## src/rtl/mem_bus_unit_pkg.sv

```systemverilog
// Shared definitions for the memory bus unit.
//   SIZE_W / SIZE_*  : access-size codes carried on SIZE and in the write buffer
//   dstate_t         : data-side bus sequencer states
package mem_bus_unit_pkg;

    localparam int SIZE_W = 2;

    localparam logic [SIZE_W-1:0] SIZE_BYTE = 2'b00;
    localparam logic [SIZE_W-1:0] SIZE_HALF = 2'b01;
    localparam logic [SIZE_W-1:0] SIZE_WORD = 2'b10;

    typedef enum logic [1:0] {
        D_IDLE  = 2'b00,
        D_WRITE = 2'b01,
        D_READ  = 2'b10
    } dstate_t;

endpackage

```

## src/rtl/mem_bus_unit_wbuf_fifo.sv

```systemverilog
// Write buffer: DEPTH x {addr, size, data} synchronous FIFO.
// Ports:
//   clk, rst                        clock, synchronous active-high reset
//   push, pop                       enqueue tail / dequeue head (same edge allowed)
//   in_addr, in_size, in_data       entry written on push
//   head_addr, head_size, head_data oldest entry (valid while !empty)
//   full, empty, count              occupancy status
module wbuf_fifo
    import mem_bus_unit_pkg::*;
#(
    parameter int XLEN  = 32,
    parameter int DEPTH = 2
) (
    input  logic                    clk,
    input  logic                    rst,
    input  logic                    push,
    input  logic                    pop,
    input  logic [XLEN-1:0]         in_addr,
    input  logic [SIZE_W-1:0]       in_size,
    input  logic [XLEN-1:0]         in_data,
    output logic [XLEN-1:0]         head_addr,
    output logic [SIZE_W-1:0]       head_size,
    output logic [XLEN-1:0]         head_data,
    output logic                    full,
    output logic                    empty,
    output logic [$clog2(DEPTH):0]  count
);

    localparam int PW = (DEPTH > 1) ? $clog2(DEPTH) : 1;
    localparam int CW = $clog2(DEPTH) + 1;

    logic [XLEN-1:0]   addr_mem [DEPTH];
    logic [SIZE_W-1:0] size_mem [DEPTH];
    logic [XLEN-1:0]   data_mem [DEPTH];
    logic [PW-1:0]     wr_ptr;
    logic [PW-1:0]     rd_ptr;

    function automatic logic [PW-1:0] ptr_inc(input logic [PW-1:0] p);
        return (p == PW'(DEPTH - 1)) ? '0 : p + PW'(1);
    endfunction

    assign full      = (count == CW'(DEPTH));
    assign empty     = (count == '0);
    assign head_addr = addr_mem[rd_ptr];
    assign head_size = size_mem[rd_ptr];
    assign head_data = data_mem[rd_ptr];

    always_ff @(posedge clk) begin
        if (rst) begin
            wr_ptr <= '0;
            rd_ptr <= '0;
            count  <= '0;
        end else begin
            if (push) wr_ptr <= ptr_inc(wr_ptr);
            if (pop)  rd_ptr <= ptr_inc(rd_ptr);
            count <= count + CW'(push) - CW'(pop);
        end
    end

    // Payload storage carries no reset; occupancy alone defines validity.
    // A push into a full buffer is only issued together with a pop, so the
    // slot at wr_ptr has already been consumed on this same edge.
    always_ff @(posedge clk) begin
        if (push) begin
            addr_mem[wr_ptr] <= in_addr;
            size_mem[wr_ptr] <= in_size;
            data_mem[wr_ptr] <= in_data;
        end
    end

endmodule

```

## src/rtl/mem_bus_unit.sv

```systemverilog
// Bus interface unit between the core and the IAD/IDT (fetch) and DAD/DDT
// (data) buses. Stores are posted into a write buffer and drained in order;
// loads wait for the buffer to empty, then run one read cycle and return
// registered data with a one-cycle o_rdValid pulse.
// Optional feature: define BUS_TIMEOUT_EN to enable a bus watchdog that
// aborts a data cycle after TIMEOUT unacknowledged cycles (o_busErr pulse).
// Ports:
//   clk, rst                       clock, synchronous active-high reset
//   i_PC / IAD, IDT / o_inst       fetch address and instruction pass-through
//   ACKI_n / o_fetchStall          fetch wait state
//   i_memReq, i_memWrite,
//   i_memSize, i_addr, i_wdata     core data access request
//   o_rdata, o_rdValid             load result
//   o_dStall, o_busErr             core hold / watchdog abort pulse
//   DAD, MREQ, WRITE, SIZE         data bus control
//   o_ddtOut, o_ddtOe, i_ddtIn     DDT drive value, enable and sampled value
//   ACKD_n                         data ack, active-low
module mem_bus_unit
    import mem_bus_unit_pkg::*;
#(
    parameter int XLEN     = 32,
    parameter int WB_DEPTH = 2,
    parameter int TIMEOUT  = 255
) (
    input  logic              clk,
    input  logic              rst,
    input  logic [XLEN-1:0]   i_PC,
    output logic [XLEN-1:0]   o_inst,
    output logic              o_fetchStall,
    input  logic              i_memReq,
    input  logic              i_memWrite,
    input  logic [SIZE_W-1:0] i_memSize,
    input  logic [XLEN-1:0]   i_addr,
    input  logic [XLEN-1:0]   i_wdata,
    output logic [XLEN-1:0]   o_rdata,
    output logic              o_rdValid,
    output logic              o_dStall,
    output logic              o_busErr,
    output logic [XLEN-1:0]   IAD,
    input  logic [XLEN-1:0]   IDT,
    input  logic              ACKI_n,
    output logic [XLEN-1:0]   DAD,
    output logic              MREQ,
    output logic              WRITE,
    output logic [SIZE_W-1:0] SIZE,
    output logic [XLEN-1:0]   o_ddtOut,
    output logic              o_ddtOe,
    input  logic [XLEN-1:0]   i_ddtIn,
    input  logic              ACKD_n
);

    localparam int CW = $clog2(WB_DEPTH) + 1;

    dstate_t           state;
    dstate_t           state_nxt;
    logic [XLEN-1:0]   rd_addr;
    logic [SIZE_W-1:0] rd_size;
    logic              bus_active;
    logic              bus_ack;
    logic              timeout_hit;
    logic              done;
    logic              load_req;
    logic              store_req;
    logic              load_pending;
    logic              push;
    logic              pop;
    logic              wb_full;
    logic              wb_empty;
    logic [CW-1:0]     wb_count;
    logic [XLEN-1:0]   head_addr;
    logic [XLEN-1:0]   head_data;
    logic [SIZE_W-1:0] head_size;

    // Fetch side is a pure pass-through.
    assign IAD          = i_PC;
    assign o_inst       = IDT;
    assign o_fetchStall = ACKI_n;

    assign load_req  = i_memReq & ~i_memWrite;
    assign store_req = i_memReq &  i_memWrite;
    // While o_rdValid is high the held load is being retired, not reissued.
    assign load_pending = load_req & ~o_rdValid;

    assign bus_active = (state != D_IDLE);
    assign bus_ack    = bus_active & ~ACKD_n;
    assign done       = bus_ack | timeout_hit;

    assign pop  = (state == D_WRITE) & done;
    assign push = store_req & (~wb_full | pop);

    assign o_dStall = (store_req & wb_full & ~pop) | (load_req & ~o_rdValid);

    // Bus pins derive only from registered state and buffer contents.
    assign MREQ     = bus_active;
    assign WRITE    = (state == D_WRITE);
    assign o_ddtOe  = WRITE;
    assign DAD      = WRITE ? head_addr : rd_addr;
    assign SIZE     = WRITE ? head_size : rd_size;
    assign o_ddtOut = WRITE ? head_data : '0;

    wbuf_fifo #(
        .XLEN  (XLEN),
        .DEPTH (WB_DEPTH)
    ) u_wbuf (
        .clk       (clk),
        .rst       (rst),
        .push      (push),
        .pop       (pop),
        .in_addr   (i_addr),
        .in_size   (i_memSize),
        .in_data   (i_wdata),
        .head_addr (head_addr),
        .head_size (head_size),
        .head_data (head_data),
        .full      (wb_full),
        .empty     (wb_empty),
        .count     (wb_count)
    );

    // Draining has priority over loads so a load never passes an older store.
    always_comb begin
        state_nxt = state;
        case (state)
            D_IDLE: begin
                if (!wb_empty)         state_nxt = D_WRITE;
                else if (load_pending) state_nxt = D_READ;
            end
            D_WRITE: begin
                if (pop) begin
                    if ((wb_count > CW'(1)) || push) state_nxt = D_WRITE;
                    else if (load_pending)           state_nxt = D_READ;
                    else                             state_nxt = D_IDLE;
                end
            end
            D_READ: begin
                if (done) state_nxt = D_IDLE;
            end
            default: state_nxt = D_IDLE;
        endcase
    end

    always_ff @(posedge clk) begin
        if (rst) begin
            state     <= D_IDLE;
            rd_addr   <= '0;
            rd_size   <= '0;
            o_rdata   <= '0;
            o_rdValid <= 1'b0;
        end else begin
            state <= state_nxt;
            // The core holds i_addr/i_memSize while stalled, so capturing on
            // every read-bound cycle keeps DAD/SIZE stable across wait states.
            if (state_nxt == D_READ) begin
                rd_addr <= i_addr;
                rd_size <= i_memSize;
            end
            o_rdValid <= (state == D_READ) & done;
            if ((state == D_READ) && bus_ack)
                o_rdata <= i_ddtIn;
            else if ((state == D_READ) && timeout_hit)
                o_rdata <= '0;
        end
    end

`ifdef BUS_TIMEOUT_EN
    localparam int TW = $clog2(TIMEOUT + 1);

    logic [TW-1:0] wait_cnt;

    // Counts unacknowledged cycles of the current bus cycle; restarts at
    // every completion so back-to-back writes each get a full budget.
    assign timeout_hit = bus_active & ACKD_n & (wait_cnt == TW'(TIMEOUT - 1));

    always_ff @(posedge clk) begin
        if (rst || !bus_active || done)
            wait_cnt <= '0;
        else
            wait_cnt <= wait_cnt + TW'(1);
    end

    always_ff @(posedge clk) begin
        if (rst) o_busErr <= 1'b0;
        else     o_busErr <= timeout_hit;
    end
`else
    assign timeout_hit = 1'b0;
    assign o_busErr    = 1'b0;
`endif

endmodule

```

## config.mk

```make
export PLATFORM = sky130hd
export DESIGN_NAME = mem_bus_unit
export DESIGN_NICKNAME = d
export VERILOG_FILES = /design/src/rtl/mem_bus_unit_pkg.sv /design/src/rtl/mem_bus_unit_wbuf_fifo.sv /design/src/rtl/mem_bus_unit.sv
export SDC_FILE = /design/constraint.sdc
export NUM_CORES = 1
export LEC_CHECK = 0
export CORE_MARGIN = 2
export CORE_UTILIZATION = 48
export CTS_CLUSTER_DIAMETER = 60
export DETAILED_ROUTE_END_ITERATION = 6
export GPL_TIMING_DRIVEN = 0
export PLACE_DENSITY = 0.86
export SLEW_MARGIN = 0
export SYNTH_ARGS = -nofsm -noshare
export SYNTH_HDL_FRONTEND = slang
export SYNTH_HIERARCHICAL = 1
export SYNTH_SLANG_ARGS = --single-unit
```

## constraint.sdc

```tcl
create_clock -name clk -period 14.2 [get_ports clk]
set_input_delay 2.84 -clock clk [delete_from_list [all_inputs] [get_ports clk]]
set_output_delay 2.84 -clock clk [all_outputs]
set_load 0.005 [all_outputs]
```

; ---- Yosys cells after proc, flatten, opt, wreduce, memory -nomap -nowiden
; Memory sizes are Yosys's and may differ from the RTL's. A register that Yosys moved wholly into a read port is not among the register bits.
; Cells that the tools add are included.
[word_totals]
out_inout_bits = 169
mem_count = 3
ram_bits = 132
inputBits = 168
ff_bits = 73
elab_cells = 61
[classes]
n_reduce_logical = 5
addsub = 4
n_mux = 20
bitwise = 16
eq_ne = 4
n_lt_le_gt_ge = 1
[memory_table]
columns = name, depth, width, read_ports, rd_clocked_by_memory_dff, wr, line_no
row1 = u_wbuf.addr_mem, 2, 32, 1, 1, 1, mem_bus_unit_wbuf_fifo.sv:32  ; logic [XLEN-1:0] addr_mem [DEPTH];
row2 = u_wbuf.data_mem, 2, 32, 1, 1, 1, mem_bus_unit_wbuf_fifo.sv:34  ; logic [XLEN-1:0] data_mem [DEPTH];
row3 = u_wbuf.size_mem, 2, 2, 1, 1, 1, mem_bus_unit_wbuf_fifo.sv:33  ; logic [SIZE_W-1:0] size_mem [DEPTH];
[op_table]
columns = operator, count
row1 = $mux 32, 2
row2 = $mux 2, 7
row3 = $mux 1, 10
row4 = $and 1x1->1, 9
row5 = $eq 2x2->1 const B, 3
row6 = $pmux 2 s3, 1
row7 = $not 1->1, 5
row8 = $logic_not 2->1, 2
row9 = $add 1x1->1 const B, 2
row10 = $add 2x1->2, 1
row11 = $eq 2x1->1 const B, 1
row12 = $gt 2x1->1 const B, 1
row13 = $or 1x1->1, 2
row14 = $reduce_bool 2->1, 1
row15 = $sub 2x1->2, 1
row16 = $logic_and 1x1->1, 1
row17 = $logic_or 1x1->1, 1

; ---- Logic depth before layout (Yosys ltp)
; Gate-level depths: netlist of the first run.
[depth]
ltp_word = 10
mapped_depth = 10
depth_no_buf = 7

; ---- Modules after synthesis
; Netlist of the first run, hierarchy kept.
[modules_own_cells]
columns = mod, seq_area_each_um2, cells_each, area_per_inst_um2, n_inst
row1 = wbuf_fifo, 4063.9, 226, 5139.9, 1
row2 = mem_bus_unit, 1381.3, 524, 3978.8, 1

; ---- Worst setup path after synthesis of the first run
; No wires, ideal clock.
[synth_timing]
kind = input to register
startpoint = input port ACKD_n
endpoint = memory u_wbuf.addr_mem[0][0], enable pin
required_time_ps = 13702
cell_stages = 3
path_buffers = 0
setup_ps = 498
setup_slack_ps = 7498
t_arrival_ps = 6203
path_cell_list = o21ai_0 > and3_1 > nor2b_1
[synth_between]
elab_chain_cells = 7
[synth_rtl]
columns = item, line_no
row1 = start: declaration, mem_bus_unit.sv:49  ; input logic ACKD_n
row2 = $not 1->1, mem_bus_unit.sv:85  ; assign bus_ack = bus_active & ~ACKD_n;
row3 = $and 1x1->1, mem_bus_unit.sv:85
row4 = $and 1x1->1, mem_bus_unit.sv:88  ; assign pop = (state == D_WRITE) & done;
row5 = $or 1x1->1, mem_bus_unit.sv:89  ; assign push = store_req & (~wb_full | pop);
row6 = $and 1x1->1, mem_bus_unit.sv:89
row7 = via push, mem_bus_unit.sv:65  ; logic push;
row8 = $mux 1, mem_bus_unit_wbuf_fifo.sv:64  ; if (push) begin
row9 = $mux 1 (implied by the code), mem_bus_unit_wbuf_fifo.sv:65  ; addr_mem[wr_ptr] <= in_addr;
row10 = end: declaration, mem_bus_unit_wbuf_fifo.sv:32
; The timed path passes the listed nets, and every way through them passes these cells.

; ---- Worst setup path after layout of the first run
[layout_timing]
startpoint = input port ACKD_n
endpoint = output port o_dStall
[layout_between]
elab_chain_cells = 6
[layout_rtl]
columns = item, line_no
row1 = $not 1->1, mem_bus_unit.sv:85
row2 = $and 1x1->1, mem_bus_unit.sv:85
row3 = $and 1x1->1, mem_bus_unit.sv:88
row4 = $not 1->1, mem_bus_unit.sv:91  ; assign o_dStall = (store_req & wb_full & ~pop) | (load_req & ~o_rdValid);
row5 = $and 1x1->1, mem_bus_unit.sv:91
row6 = $or 1x1->1, mem_bus_unit.sv:91
row7 = end: declaration, mem_bus_unit.sv:37  ; output logic o_dStall,
; Every way passes these cells.

==> results of run 1 <==
==> where the power goes <==
group / internal [µW] / switching, µW / leakage, µW
combinational: 303 / 220 / 0.00268
sequential: 702 / 25.4 / 0.00181
clock: 383 / 230 / 0.000391
==> state kept, by name (all words and copies together), names as in the netlist, named ones only <==
register	flops
rd_addr	32
u_wbuf/data_mem	64
u_wbuf/wr_ptr	1
rd_size	2
u_wbuf/rd_ptr	1
o_rdValid	1
u_wbuf/size_mem	4
u_wbuf/count	2
state	2
u_wbuf/addr_mem	64
o_rdata	32
==> metal layers <==
metal | up-vias | routed length, µm
li1 | 3063 | -
met1 | 2998 | 8550
met2 | 257 | 11400
met3 | 34 | 2160
met4 | 0 | 369
met5 | - | 0
==> kinds of logic after synthesis <==
| group | synth area share [%] |
|---|---|
| AND/OR/NAND/NOR | 14.9 |
| flip-flops | 59.7 |
| buffers and inverters | 8.58 |
| multiplexers | 13.6 |
| AO/OA/AOI/OAI | 2.37 |
| XOR/XNOR | 0.439 |
| adder cells (fa/ha/maj) | 0.274 |
| other | 0.0411 |
==> cell usage in the layout (no fill, tap or decap), types with 2 or more instances in the layout <==
cell type and instances:
a21oi_1 32, and2_1 34, buf_12 4, buf_16 2
buf_2 5, buf_4 68, buf_6 7, bufinv_16 4
clkbuf_1 27, clkbuf_16 23, clkbuf_8 3, clkdlybuf4s50_1 270
clkinv_1 2, clkinv_2 5, dfxtp_1 74, edfxtp_1 132
ha_1 2, inv_1 2, mux2_2 26, mux2_4 40
mux2i_1 35, nand2_1 167, nand2b_1 69, nor2_1 9
nor2b_1 4, xnor2_1 2
==> layout make-up <==
type | instances | area [µm²] | area share (%)
Multi-Input combinational cell | 433 | 2900 | 22.3
Sequential cell | 206 | 5450 | 41.9
Clock buffer | 28 | 624 | 4.81
Timing Repair Buffer | 273 | 2780 | 21.4
Inverter | 3 | 13.8 | 0.106
Clock inverter | 12 | 161 | 1.24
Tap cell | 234 | 293 | 2.25
Buffer | 108 | 768 | 5.92
==> critical path: cells and delay by family <==
kind	cells	cell delay (ns)
AO/OA/AOI/OAI	1	0.17
AND/OR/NAND/NOR	1	0.13
buffers and inverters	2	1.12
multiplexers	1	0.14
==> stage by stage <==
step / setup slack [ns] / hold WS [ns] / power [µW] / std cells / utilization, %
detailed placement: 6.97 / 0.447 / 1270 / 1257 / 65.4
global placement: 4.89 / 0.441 / 1250 / 1254 / 65.0
CTS: 6.96 / 0.454 / 1880 / 1297 / 69.7
floorplan: 7.50 / 0.449 / 1020 / 750 / -
global route: 6.83 / 0.468 / 1950 / 1297 / 69.7
finish: 6.95 / 0.453 / 1860 / 1297 / 69.7
==> worst max-delay path by stage <==
stage	from	to	slack, ns	cells past startpoint
floorplan	ACKD_n	u_wbuf/addr_mem[0][0]$_DFFE_PP_	7.50	3
global placement	ACKD_n	u_wbuf/data_mem[0][26]$_DFFE_PP_	4.89	4
detailed placement	ACKD_n	o_dStall	6.97	5
CTS	ACKD_n	o_dStall	6.96	5
global route	ACKD_n	o_dStall	6.83	5
finish	ACKD_n	o_dStall	6.95	5
==> flow_metrics.py, run 1 <==
metrics = {
    "yosys": {
        "synthTopCellsByCount": "nand2_1, edfxtp_1, dfxtp_1, nand2b_1, buf_4",
        "syn_avg_cell_area_um2": 12.2,
        "synth_edf_count": 132,
        "async_flop_share_pct": 0,
        "synthCells": 750,
        "synth-main-ff-cell": "edfxtp_1",
        "yosysMostFrequentCell": "nand2_1",
        "syn_area_mm2": 0.00912,
        "synth-seq-area-share_pct": 59.7,
        "ys_top_cells_by_area": "edfxtp_1, dfxtp_1, nand2_1",
        "syn_nets": 920,
        "synth_cell_type_count": 31,
        "synth_top_area_cell": "edfxtp_1",
        "yosys_register_bits": 206,
        "yosysWarnings": 6,
        "synth.top_cell.area_share_pct": 43.5,
    },
    "cells_and_area": {
        "nFillCells": 1356,
        "nNetsFinal": 1217,
        "n_antenna_cell": 0,
        "drive_above_1_share_pct": 18.3,
        "fin_area_mm2": 0.0130,
        "syn_to_final_growth_pct": 42.4,
    },
    "timing": {
        "rsz0062_at_grt": "no",
        "relSlewSlack_pct": 49.7,
        "fin_crit_ns": 7.25,
        "final.setup.tns_ns": 0,
        "drv_slew": 0,
        "setup_violations": 0,
        "worstMarginPinSlew_ns": 0.753,
        "finalCritPeriodShare_pct": 51.1,
        "fmax_mhz": 138,
        "finClkSkew_ns": 0.0134,
        "hold_viol": 0,
    },
    "worst_setup_path": {
        "end_kind": "output port",
        "critPathLaunchType": "input port",
        "crit_slowest_cell": "clkdlybuf4s50_1",
        "required_ns": 11.36,
        "reg2reg_to": "u_wbuf/data_mem[0][15]$_DFFE_PP_",
        "criticalPathCategory": "input port to output port",
        "critical-path-max-stage-delay_ns": 0.61,
        "crit_top_cell": "clkdlybuf4s50_1",
        "crit_fanout": 6,
        "reg2reg_from": "state[1]$_SDFF_PP0_",
        "reg2reg_slack_ns": 11.63,
        "r2r_cells": 7,
        "path_cells": "clkdlybuf4s50_1 -> o21ai_0 -> mux2i_1 -> and2_1 -> clkdlybuf4s50_1",
        "arrival_ns": 4.41,
    },
    "clock_tree": {
        "cts_buffer_depth": 3,
        "cts_buffers": 22,
        "clock_latency_ns": 0.50,
        "root_buffer": "clkbuf_16",
        "ctsHoldBuffers": 0,
        "cts_tree": "built",
        "cts_sinks": 206,
        "post-cts-setup-buffer-count": 0,
        "htree_levels": 1,
        "cts_resized": 0,
        "clkTransAtPathRegs_ns": 0.06,
    },
    "placement": {
        "portBuffers": 270,
        "place_area_mm2": 0.0122,
        "dp.final_hpwl_um": 16000,
        "gp_congestion": 0.762,
    },
    "global_route": {
        "grt_antenna_before_repair": 0,
        "grt_pass1_vias": 6667,
        "grt_pass1_wl_um": 34800,
        "use_met1_pct": 25.7,
        "use_met2_pct": 39.2,
        "grt_util_all_layers_pct": 22.0,
        "met3_usage_pct": 7.66,
        "grt_max_degree": 40,
        "busiest_layer": "met2",
        "grt-ovfl-total": 0,
    },
    "die": {
        "core-area_mm2": 0.0186,
        "die_w_um": 142,
        "start_util_pct": 48.9,
        "num_rows": 50,
        "die_h_um": 142,
        "io_pins": 337,
        "dieArea_mm2": 0.0201,
    },
    "power": {
        "p_leak_uw": 0.00488,
        "ir_drop_uv": 96.7,
        "cellPowerDensity_mw_per_mm2": 144,
    },
    "drt": {
        "vias": 6352,
        "ant_nets": 0,
        "first_iter_violations": 179,
        "routed_wl_um": 22500,
        "wire_per_inst_um": 17.4,
        "viasPerCell": 4.90,
        "drc": 0,
        "first_pass_iters": 6,
    },
    "hold_path": {
        "whs_path_depth": 2,
        "whs_endpoint": "o_rdata[15]$_SDFFE_PP0P_",
        "holdCritStartpoint": "o_rdata[15]$_SDFFE_PP0P_",
        "hp-class": "register to register",
    },
    "outcome": {
        "status": "finished clean",
    },
    "flow_run": {
        "maxCapViolCount": 0,
    },
}
No activity file was read; power rests on OpenSTA's default activity.
==> inputs of run 2 (changes only) <==
CORE_UTILIZATION = 45   (was 48)
PLACE_DENSITY = 0.81   (was 0.86)
clock period = 7.57 ns   (was 14.2 ns; I/O delays follow)
==> flow_metrics.py, run 2 (same netlist as run 1, synthesis figures left out) <==
metrics = {
    "clock_tree": {
        "clkTransAtPathRegs_ns": 0.06,
        "cts_buffers": 23,
        "cts_buffer_depth": 3,
        "ctsHoldBuffers": 0,
        "post-cts-setup-buffer-count": 0,
        "cts_resized": 0,
        "cts_tree": "built",
        "root_buffer": "clkbuf_16",
        "clock_latency_ns": 0.50,
        "htree_levels": 1,
        "cts_sinks": 206,
    },
    "power": {
        "ir_drop_uv": 164,
        "p_leak_uw": 0.00484,
        "cellPowerDensity_mw_per_mm2": 262,
    },
    "worst_setup_path": {
        "crit_fanout": 6,
        "required_ns": 6.06,
        "crit_buf_inv": 2,
        "end_kind": "output port",
        "critical-path-max-stage-delay_ns": 0.60,
        "path_cells": "clkdlybuf4s50_1 -> o21ai_0 -> mux2i_1 -> and2_1 -> clkdlybuf4s50_1",
        "critPathLaunchType": "input port",
        "crit_top_cell": "clkdlybuf4s50_1",
        "cp_top_family": "buffers and inverters",
        "crit_slowest_cell": "clkdlybuf4s50_1",
        "reg2reg_slack_ns": 4.87,
        "criticalPathCategory": "input port to output port",
        "arrival_ns": 3.07,
    },
    "global_route": {
        "grt_pass1_wl_um": 33000,
        "grt_max_degree": 52,
        "grt-ovfl-total": 0,
        "grt_antenna_before_repair": 1,
        "grt_pass1_vias": 6278,
        "grt_util_all_layers_pct": 19.2,
    },
    "placement": {
        "portBuffers": 270,
        "dp.final_hpwl_um": 14900,
        "dp_slack_ns": 3.00,
        "dp_cells": 1293,
        "gp_congestion": 0.770,
    },
    "drt": {
        "vias": 6227,
        "routed_wl_um": 21500,
        "first_iter_violations": 202,
        "wire_per_inst_um": 16.1,
        "viasPerCell": 4.66,
        "first_pass_iters": 4,
        "ant_nets": 0,
        "drc": 0,
    },
    "timing": {
        "relSlewSlack_pct": 55.9,
        "hold_viol": 0,
        "worstMarginPinSlew_ns": 0.660,
        "finalCritPeriodShare_pct": 60.6,
        "rsz0062_at_grt": "no",
        "finClkSkew_ns": 0.00866,
        "fmax_mhz": 218,
        "fin_ws_ns": 2.98,
        "drv_slew": 0,
        "setup_violations": 0,
        "fin_crit_ns": 4.59,
    },
    "cells_and_area": {
        "final_cell_mix": "clkdlybuf4s50_1, nand2_1, edfxtp_1, dfxtp_1, nand2b_1",
        "syn_to_final_growth_pct": 42.1,
        "drive_above_1_share_pct": 17.8,
        "final-instance-count-excl-fill": 1336,
        "nNetsFinal": 1218,
        "top_regs": "u_wbuf/addr_mem: 64 flops, u_wbuf/data_mem: 64 flops",
        "final_common_cell": "clkdlybuf4s50_1",
    },
    "flow_run": {
        "maxCapViolCount": 0,
    },
    "die": {
        "io_pins": 337,
        "die_h_um": 146,
        "start_util_pct": 45.5,
        "dieArea_mm2": 0.0214,
        "die_w_um": 146,
        "num_rows": 52,
        "core-area_mm2": 0.0200,
    },
    "outcome": {
        "status": "finished clean",
    },
    "hold_path": {
        "hp-class": "register to register",
    },
}
## run 2: cell types whose count changed in the layout (fill, tap and decap cells not counted)
cell	previous run	this run
clkbuf_1	27	33
bufinv_16	4	1
clkinv_2	5	3
buf_12	4	5
buf_16	2	1
diode_2	0	1
inv_6	1	2
## run 2: path summary, 6_finish.rpt
kind / cells after the start / to / from
max: 5 / o_dStall / ACKD_n
min: 2 / o_rdata[26]$_SDFFE_PP0P_ / o_rdata[26]$_SDFFE_PP0P_
max reg2reg: 8 / u_wbuf/data_mem[0][24]$_DFFE_PP_ / state[1]$_SDFF_PP0_
min reg2reg: 2 / o_rdata[26]$_SDFFE_PP0P_ / o_rdata[26]$_SDFFE_PP0P_
## run 2: routing by layer
metal  routed length, µm  global-route usage (%)
met5                   0                       0
met4                 374                    4.76
met3                1710                    5.03
met2               10400                    33.4
met1                9000                    24.1
## run 2: worst min-delay path, stage by stage (launching register included)
cell,delay [ns]
dfxtp_1,0.30
nand2_1,0.05
a21oi_1,0.05
## run 2: per-stage QoR
| stage | hold slack (ns) | util, % | setup TNS (ns) | instance area [µm²] | power [µW] |
|---|---|---|---|---|---|
| after CTS | 0.453 | 64.6 | 0 | 13000 | 3440 |
| after global routing | 0.471 | 64.7 | 0 | 13000 | 3560 |
| final | 0.451 | 64.7 | 0 | 13000 | 3390 |
| after floorplan | 0.449 | - | 0 | 9120 | 1910 |
| after detailed placement | 0.445 | 61.1 | 0 | 12200 | 2370 |
| after global placement | 0.441 | 60.7 | -42.08 | 12200 | 2350 |
## run 2: area by class of cell
class / instances / area [µm²]
diodes: 1 / 2.50
plain buffers: 108 / 768
clock buffers: 34 / 647
clock inverters: 8 / 70.1
fillers: 1576 / 7080
inverters: 3 / 13.8
multi-input cells: 433 / 2900
flip-flops and latches: 206 / 5450
well taps: 270 / 338
repair buffers: 273 / 2770
## run 2: power breakdown
part | internal, µW | switching, µW | total (µW)
Clock | 626 | 431 | 1060
Sequential | 1320 | 46.0 | 1360
Combinational | 566 | 408 | 974
